`config.mk`:
```
export PLATFORM = sky130hd
export DESIGN_NAME = alu_cmd_sequencer
export DESIGN_NICKNAME = d
export VERILOG_FILES = /design/src/rtl/alu_cmd_sequencer.sv
export SDC_FILE = /design/constraint.sdc
export NUM_CORES = 1
export LEC_CHECK = 0
export BUFFER_PORTS_ARGS = -buffer_cell sky130_fd_sc_hd__buf_2
export CORE_ASPECT_RATIO = 1.5
export CORE_MARGIN = 3
export CORE_UTILIZATION = 43
export CTS_CLUSTER_SIZE = 10
export DETAILED_ROUTE_END_ITERATION = 16
export GPL_TIMING_DRIVEN = 1
export SETUP_SLACK_MARGIN = 0.5
export SLEW_MARGIN = 10
export SYNTH_ARGS = -nofsm -noshare
export SYNTH_HDL_FRONTEND = slang
export SYNTH_SLANG_ARGS = --single-unit
```
`constraint.sdc`:
```
create_clock -name clk -period 2.2 [get_ports clk]
set_input_delay 0.44 -clock clk [delete_from_list [all_inputs] [get_ports clk]]
set_output_delay 0.44 -clock clk [all_outputs]
set_load 0.005 [all_outputs]
```
`src/rtl/alu_cmd_sequencer.sv`:
```
// Command FIFO + sequencer that drives a 4-bit combinational ALU and returns each result over valid/ready.
// Optional reference checker enabled by defining ALU_CMD_SEQUENCER_SELFCHECK_EN (adds rsp_mismatch).
module alu_cmd_sequencer #(
  parameter int          FIFO_DEPTH = 4,
  parameter logic [4:0]  DIV0_VALUE = 5'b11111
) (
  input  logic       clk,
  input  logic       rst_n,
  input  logic       cmd_valid,
  output logic       cmd_ready,
  input  logic [3:0] cmd_a,
  input  logic [3:0] cmd_b,
  input  logic [3:0] cmd_sel,
  output logic [3:0] alu_a,
  output logic [3:0] alu_b,
  output logic [3:0] alu_sel,
  input  logic [4:0] alu_out,
  output logic       rsp_valid,
  input  logic       rsp_ready,
  output logic [4:0] rsp_data,
  output logic [3:0] rsp_sel,
  output logic       rsp_div0,
  output logic       busy
`ifdef ALU_CMD_SEQUENCER_SELFCHECK_EN
  ,
  output logic       rsp_mismatch
`endif
);

  // Both interfaces: a transfer happens on a rising edge where valid and ready are both high;
  // a producer holds valid and its payload stable until that edge.

  localparam int AW = $clog2(FIFO_DEPTH);

  typedef enum logic [1:0] {
    IDLE = 2'd0,
    EXEC = 2'd1,
    RESP = 2'd2
  } state_t;

  state_t state, state_next;

  logic [11:0] mem [FIFO_DEPTH];
  logic [AW:0] wr_ptr, rd_ptr;
  logic        full, empty;
  logic        push, pop;
  logic        capture, release_rsp;
  logic        init_done;
  logic [3:0]  head_a, head_b, head_sel;
  logic        div0;

  assign empty = (wr_ptr == rd_ptr);
  assign full  = (wr_ptr[AW-1:0] == rd_ptr[AW-1:0]) && (wr_ptr[AW] != rd_ptr[AW]);

  // init_done keeps cmd_ready low for the first cycle after reset release
  assign cmd_ready = init_done & ~full;
  assign push      = cmd_valid & cmd_ready;
  assign busy      = (state != IDLE) | ~empty;

  assign {head_sel, head_a, head_b} = mem[rd_ptr[AW-1:0]];
  assign div0 = (alu_sel == 4'b0011) && (alu_b == 4'd0);

  always_ff @(posedge clk) begin
    if (push) begin
      mem[wr_ptr[AW-1:0]] <= {cmd_sel, cmd_a, cmd_b};
    end
  end

  always_ff @(posedge clk or negedge rst_n) begin
    if (!rst_n) begin
      wr_ptr    <= '0;
      rd_ptr    <= '0;
      init_done <= 1'b0;
    end else begin
      init_done <= 1'b1;
      if (push) wr_ptr <= wr_ptr + 1'b1;
      if (pop)  rd_ptr <= rd_ptr + 1'b1;
    end
  end

  always_ff @(posedge clk or negedge rst_n) begin
    if (!rst_n) begin
      state <= IDLE;
    end else begin
      state <= state_next;
    end
  end

  always_comb begin
    state_next  = state;
    pop         = 1'b0;
    capture     = 1'b0;
    release_rsp = 1'b0;
    case (state)
      IDLE: begin
        if (!empty) begin
          pop        = 1'b1;
          state_next = EXEC;
        end
      end
      EXEC: begin
        capture    = 1'b1;
        state_next = RESP;
      end
      RESP: begin
        if (rsp_ready) begin
          release_rsp = 1'b1;
          if (!empty) begin
            pop        = 1'b1;
            state_next = EXEC;
          end else begin
            state_next = IDLE;
          end
        end
      end
      default: state_next = IDLE;
    endcase
  end

  always_ff @(posedge clk or negedge rst_n) begin
    if (!rst_n) begin
      alu_a    <= 4'd0;
      alu_b    <= 4'd0;
      alu_sel  <= 4'd0;
    end else if (pop) begin
      alu_a    <= head_a;
      alu_b    <= head_b;
      alu_sel  <= head_sel;
    end
  end

  // Response registers stay put until the handshake; data is not cleared on release.
  always_ff @(posedge clk or negedge rst_n) begin
    if (!rst_n) begin
      rsp_valid <= 1'b0;
      rsp_data  <= 5'd0;
      rsp_sel   <= 4'd0;
      rsp_div0  <= 1'b0;
    end else if (capture) begin
      rsp_valid <= 1'b1;
      rsp_data  <= div0 ? DIV0_VALUE : alu_out;
      rsp_sel   <= alu_sel;
      rsp_div0  <= div0;
    end else if (release_rsp) begin
      rsp_valid <= 1'b0;
    end
  end

`ifdef ALU_CMD_SEQUENCER_SELFCHECK_EN
  function automatic logic [4:0] ref_alu(input logic [3:0] a, input logic [3:0] b,
                                         input logic [3:0] sel);
    logic [4:0] ea, eb, r;
    ea = {1'b0, a};
    eb = {1'b0, b};
    case (sel)
      4'd0:    r = ea + eb;
      4'd1:    r = ea - eb;
      4'd2:    r = ea * eb;
      4'd3:    r = (eb == 5'd0) ? 5'd0 : ea / eb;
      4'd4:    r = {a, 1'b0};
      4'd5:    r = {2'b00, a[3:1]};
      4'd6:    r = {1'b0, a[2:0], a[3]};
      4'd7:    r = {1'b0, a[0], a[3:1]};
      4'd8:    r = ea & eb;
      4'd9:    r = ea | eb;
      4'd10:   r = ea ^ eb;
      4'd11:   r = ~(ea | eb);
      4'd12:   r = ~(ea & eb);
      4'd13:   r = ~(ea ^ eb);
      4'd14:   r = {4'd0, (a > b)};
      default: r = {4'd0, (a == b)};
    endcase
    return r;
  endfunction

  logic [4:0] ref_out;
  assign ref_out = ref_alu(alu_a, alu_b, alu_sel);

  always_ff @(posedge clk or negedge rst_n) begin
    if (!rst_n) begin
      rsp_mismatch <= 1'b0;
    end else if (capture) begin
      rsp_mismatch <= ~div0 && (ref_out != alu_out);
    end else if (release_rsp) begin
      rsp_mismatch <= 1'b0;
    end
  end
`endif

endmodule

```
; Word level (Yosys, flattened, before mapping)
; Memory sizes are Yosys's and may differ from the RTL's. A register that Yosys moved wholly into a read port is not among the register bits.
; Cells that the tools add are included.
[totals]
regBits = 20
ram_bits = 48
inputBits = 21
mem_count = 1
elab_cells = 47
[memory_table]
columns = memory, depth, word_bits, rd, rd_ports_with_merged_regs, wr, line_no
row1 = mem, 4, 12, 1, 1, 1, 43  ; logic [11:0] mem [FIFO_DEPTH];
[classes]
bitwise = 5
n_addsub = 2
n_reduce_logical = 8
mux = 15
n_eq_ne = 8
[op_table]
columns = op, count
row1 = $mux W1, 10
row2 = $add A3 B1 Y3 const B, 2
row3 = $pmux W2 S3, 1
row4 = $mux W5, 1
row5 = $eq A4 B2 Y1 const B, 1
row6 = $logic_not A4 Y1, 1
row7 = $mux W2, 2
row8 = $ne A2 B2 Y1 const B, 2
row9 = $reduce_bool A2 Y1, 2
row10 = $eq A3 B3 Y1, 1
row11 = $and A1 B1 Y1, 2
row12 = $eq A2 B1 Y1 const B, 1
row13 = $eq A2 B2 Y1, 1
row14 = $eq A2 B2 Y1 const B, 1
row15 = $logic_and A1 B1 Y1, 2
row16 = $logic_not A2 Y1, 1
row17 = $not A1 Y1, 2
row18 = $pmux W1 S2, 1
row19 = $reduce_and A2 Y1, 1
row20 = $logic_not A1 Y1, 1
row21 = $ne A1 B1 Y1, 1
row22 = $or A1 B1 Y1, 1

; Longest topological paths before layout
[depth]
depth_word = 7
ltp_mapped = 6
ltp_nobuf = 4

; Least setup slack after synthesis
; OpenSTA, ideal clock, no wires.
[synth_timing]
kind = register to register
start = register rd_ptr[0]
end = memory mem[3][0] (enable)
period_less_slack_ns = 1.870
required_time_ns = 1.838
setup_ns = 0.362
path_stages_with_launch = 5
path_slack_ns = 0.330
t_arrival_ns = 1.508
cell_sequence = dfrtp_1 buf_4 xnor2_1 a31oi_1 and2_1
[synth_between]
elab_chain_cells = 7
[synth_lines]
columns = item, line_no
row1 = start: declaration, 44  ; logic [AW:0] wr_ptr, rd_ptr;
row2 = start signal: assignment, 77  ; if (pop) rd_ptr <= rd_ptr + 1'b1;
row3 = $eq A2 B2 Y1, 53  ; assign full = (wr_ptr[AW-1:0] == rd_ptr[AW-1:0]) && (wr_ptr[AW] != rd_ptr[AW]);
row4 = $logic_and A1 B1 Y1, 53
row5 = $not A1 Y1, 56  ; assign cmd_ready = init_done & ~full;
row6 = $and A1 B1 Y1, 56
row7 = $and A1 B1 Y1, 57  ; assign push = cmd_valid & cmd_ready;
row8 = $mux W1, 64  ; if (push) begin
row9 = $mux W1 (implied by the code), 65  ; mem[wr_ptr[AW-1:0]] <= {cmd_sel, cmd_a, cmd_b};
row10 = end: declaration, 43
; Every way passes these cells.

; Final worst setup path
[layout_timing]
start = register rd_ptr[1]
end = output busy
[layout_between]
elab_chain_cells = 3
[layout_lines]
columns = item, line_no
row1 = $eq A3 B3 Y1, 52  ; assign empty = (wr_ptr == rd_ptr);
row2 = $not A1 Y1, 58  ; assign busy = (state != IDLE) | ~empty;
row3 = $or A1 B1 Y1, 58
row4 = end: declaration, 23  ; output logic busy
; Every way passes these cells.

==> key figures <==
Timing
  – Final setup viols: 0
  – Max-slew violations: 0
  – Setup Skew: roughly 0.0089 ns
  – Fin Setup TNS: 0 ns
  – Slew HR: 0.5212
  – RSZ-0062 raised after global routing: true
  – Min cycle time layout: roughly 1.8 ns
  – Hold slack: around 0.15 ns
  – Slew @ Worst Pin: between 0.7 and 0.8 ns
  – Hold Vio Cnt, Final: 0
  – Max frequency: around 0.56 GHz
  – Fin crit share: 0.8085

Place
  – Placer Congestion: 0.6821
  – IO Port Bufs: 45
  – Dpl hpwl: 3739 µm
  – Dpl cells: a little under 300

Power and ir drop
  – Peak VDD IR: between 0.6 and 0.7 mV
  – Pwr Total: about 5500 µW
  – P per Cell Area: about 1400 nW/µm²
  – Internal: roughly 3800 µW
  – Comb power frac: 0.372
  – NetSw: approximately 1700 µW
  – Reg power frac: 0.422
  – Power share of the clock group: 0.206
  – Switch share: 0.3037
  – Leak: around 0.0015 µW

GRT
  – Vias in the first global route: around 1,800
  – First-pass GRT wire length: 8790 µm
  – Grt total ovfl: 0
  – Antenna violations before repair: 0
  – Largest net degree at the start of global routing: 33
  – GRT Overall Usage: 0.1494

Logic synthesis
  – Post-synthesis mux area share: 0.1520
  – Synth Area in Simple Gates: 0.04061
  – Synthesis-stage register bit count: 80
  – Post-Syn Area: about 3100 µm²
  – Synth Area in Adders: 0.02010
  – Sequential area share after synthesis: 0.7205
  – Mean Syn Cell Area: approximately 18 µm²
  – Yosys cell types: 26
  – Synth warn: 0
  – Largest area contributor in the netlist: edfxtp_1
  – Post-synth net total: about 200
  – Xor/xnor share of the synthesized area: 0.02252
  – Largest cells by area after synthesis: edfxtp_1 46%, dfrtp_1 26%, mux4_2 8.7%
  – Main combinational cell family by area after synthesis: multiplexers
  – Cells after synthesis: roughly 170
  – Post-synth top area share: 0.4632
  – Compound-Gate Fraction of Synth Area: 0.02815

Setup path
  – Worst r2r src: rd_ptr[1]
  – Critical Path Fanout Max: 3
  – Worst Path Required: about 1.8 ns
  – Reg2reg path depth: 5
  – Critical Path End Type: output port
  – CP arrival: 1.34 ns
  – CP Launch Type: register
  – Register-to-register setup slack: 0.44 ns
  – Worst r2r dst: alu_a[3]
  – Critical path class: reg2out

Routing
  – Remaining antenna violation count after routing: 0
  – Via count: between 1,500 and 2,000
  – Final WL: roughly 5500 µm
  – Wire per inst: 17.55 µm
  – Top layer used by detailed routing: met4
  – Met2 WL post-DR: slightly above 3000 µm
  – Post-route DRC: 0
  – Metal1 wirelength: 2019 µm
  – DR pass1 iterations: 4
  – Avg Vias per Cell: 5.228
  – Detailed Route Iter0 Violations: 56
  – Met3 routed WL: between 200 and 300 µm

Outcome
  – Outcome: completed

Cells and area
  – Final #Nets: ~260
  – Fin util: 0.5454
  – Layout cell share with drive strength beyond 1: 0.4874
  – P&R area growth vs syn: 21.71%
  – Filler cells: 574
  – Commonest non-fill, non-tap cell in the layout: edfxtp_1
  – Commonest cells after routing, fill and taps aside: 48 x edfxtp_1, 45 x buf_2, 28 x dfrtp_1
  – Final Non-Filler Cells: 316
  – # diodes: 0

Die
  – Die width: roughly 75 µm
  – Initial Util: 0.4481
  – Row count: 37
  – Die height: 110.2 µm
  – Die area: approximately 8300 µm²
  – I/O Pins: between 40 and 50
  – Placeable Area: between 6000 and 7000 µm²

CTS
  – CTS max path bufs: 2
  – # clock sinks: 80
  – Clk root buf: clkbuf_8
  – Worst-skew pair later-pin latency: 0.34 ns
  – H-tree depth: 3
  – TritonCTS clock tree: done
  – Clock-pin slew on the worst setup and hold paths: 0.08 ns
  – CTS Buf Count: 9

Min path
  – Worst Hold Class: in2async

Flow run
  – # Max-Cap Violations: 0
## flip-flops by register name (all words and copies together), names as in the netlist, 2 cells and up
name and flops:
alu_a 4, alu_b 4, alu_sel 4, mem 48
rd_ptr 3, rsp_data 5, rsp_sel 4, state 2
wr_ptr 3
## area by class of cell
cell class / instances / area [µm²] / share of cell area
Inverter: 4 / 15.01 / 0.003964
Sequential cell: 80 / 2247 / 0.5933
Clock buffer: 9 / 123.9 / 0.03271
Tap cell: 78 / 97.59 / 0.02577
Multi-Input combinational cell: 82 / 898.4 / 0.2372
Clock inverter: 7 / 86.33 / 0.02279
Timing Repair Buffer: 56 / 319.1 / 0.08424
## Yosys cell counts
cell type and number:
a31oi_1 1, and2_1 5, dfrtp_1 32, a21o_1 1
buf_2 1, a21boi_0 1, buf_4 1, buf_6 1
conb_1 1, edfxtp_1 48, xnor2_1 5, nand3_1 1
mux4_2 12, nor2b_1 1, or4_1 1, inv_1 4
nor2_1 12, nor4_2 1, nand2_1 5, clkbuf_1 2
a21oi_1 7, mux2_2 18, o21ai_0 1, xor2_1 3
a311oi_4 1, ha_1 5
## routing by layer
layer | vias up | track usage
met2 | 48 | 0.2713
met4 | 0 | 0.07250
met3 | 16 | 0.03085
li1 | 760 | -
met5 | - | 0
met1 | 828 | 0.1595
## power groups by stage
stage	Combinational [µW]	Sequential, µW	Clock, µW
after floorplan	1260	2290	0
final	2030	2300	1120
after global routing	2250	2360	1220
after CTS	1950	2300	1150
after detailed placement	1810	2320	0
after global placement	1760	2290	0
## cell families after synthesis
kind of cell	count (synthesis)
other	1
AO/OA/AOI/OAI	12
buffers and inverters	9
AND/OR/NAND/NOR	26
multiplexers	30
XOR/XNOR	8
flip-flops	80
adder cells (fa/ha/maj)	5
## critical path: stages, from the launching register on
cell	delay, ns
dfrtp_2	0.45
xnor2_4	0.19
and2_4	0.17
nand3_2	0.06
buf_2	0.13
## how the worst max path moves through the flow
stage               from          end  slack (ns)
2_1_floorplan  rd_ptr[0]     alu_a[1]        0.51
3_3_place_gp    alu_b[1]  rsp_data[3]        0.46
3_5_place_dp    alu_b[1]  rsp_data[3]        0.37
4_1_cts        wr_ptr[1]         busy        0.35
5_1_grt        rd_ptr[2]    mem[2][3]        0.36
6_report       rd_ptr[1]         busy        0.42
## through the flow
| stage | area, µm² | setup WS [ns] |
|---|---|---|
| floorplan | 3148 | 0.5087 |
| global placement | 3473 | 0.4576 |
| detailed placement | 3473 | 0.3736 |
| CTS | 3741 | 0.3491 |
| global route | 3787 | 0.3599 |
| finish | 3787 | 0.4212 |
## timing repair
| item | 4_1_cts | 5_1_grt |
|---|---|---|
| cloned | 0 | 0 |
| resized for setup | 13 | 4 |
| pin swaps | 3 | 10 |
| hold buffers | 0 | 0 |
| buffers inserted | 2 | 4 |
| endpoints found under the setup margin | 70 | 63 |
No activity file was read; power rests on OpenSTA's default activity.
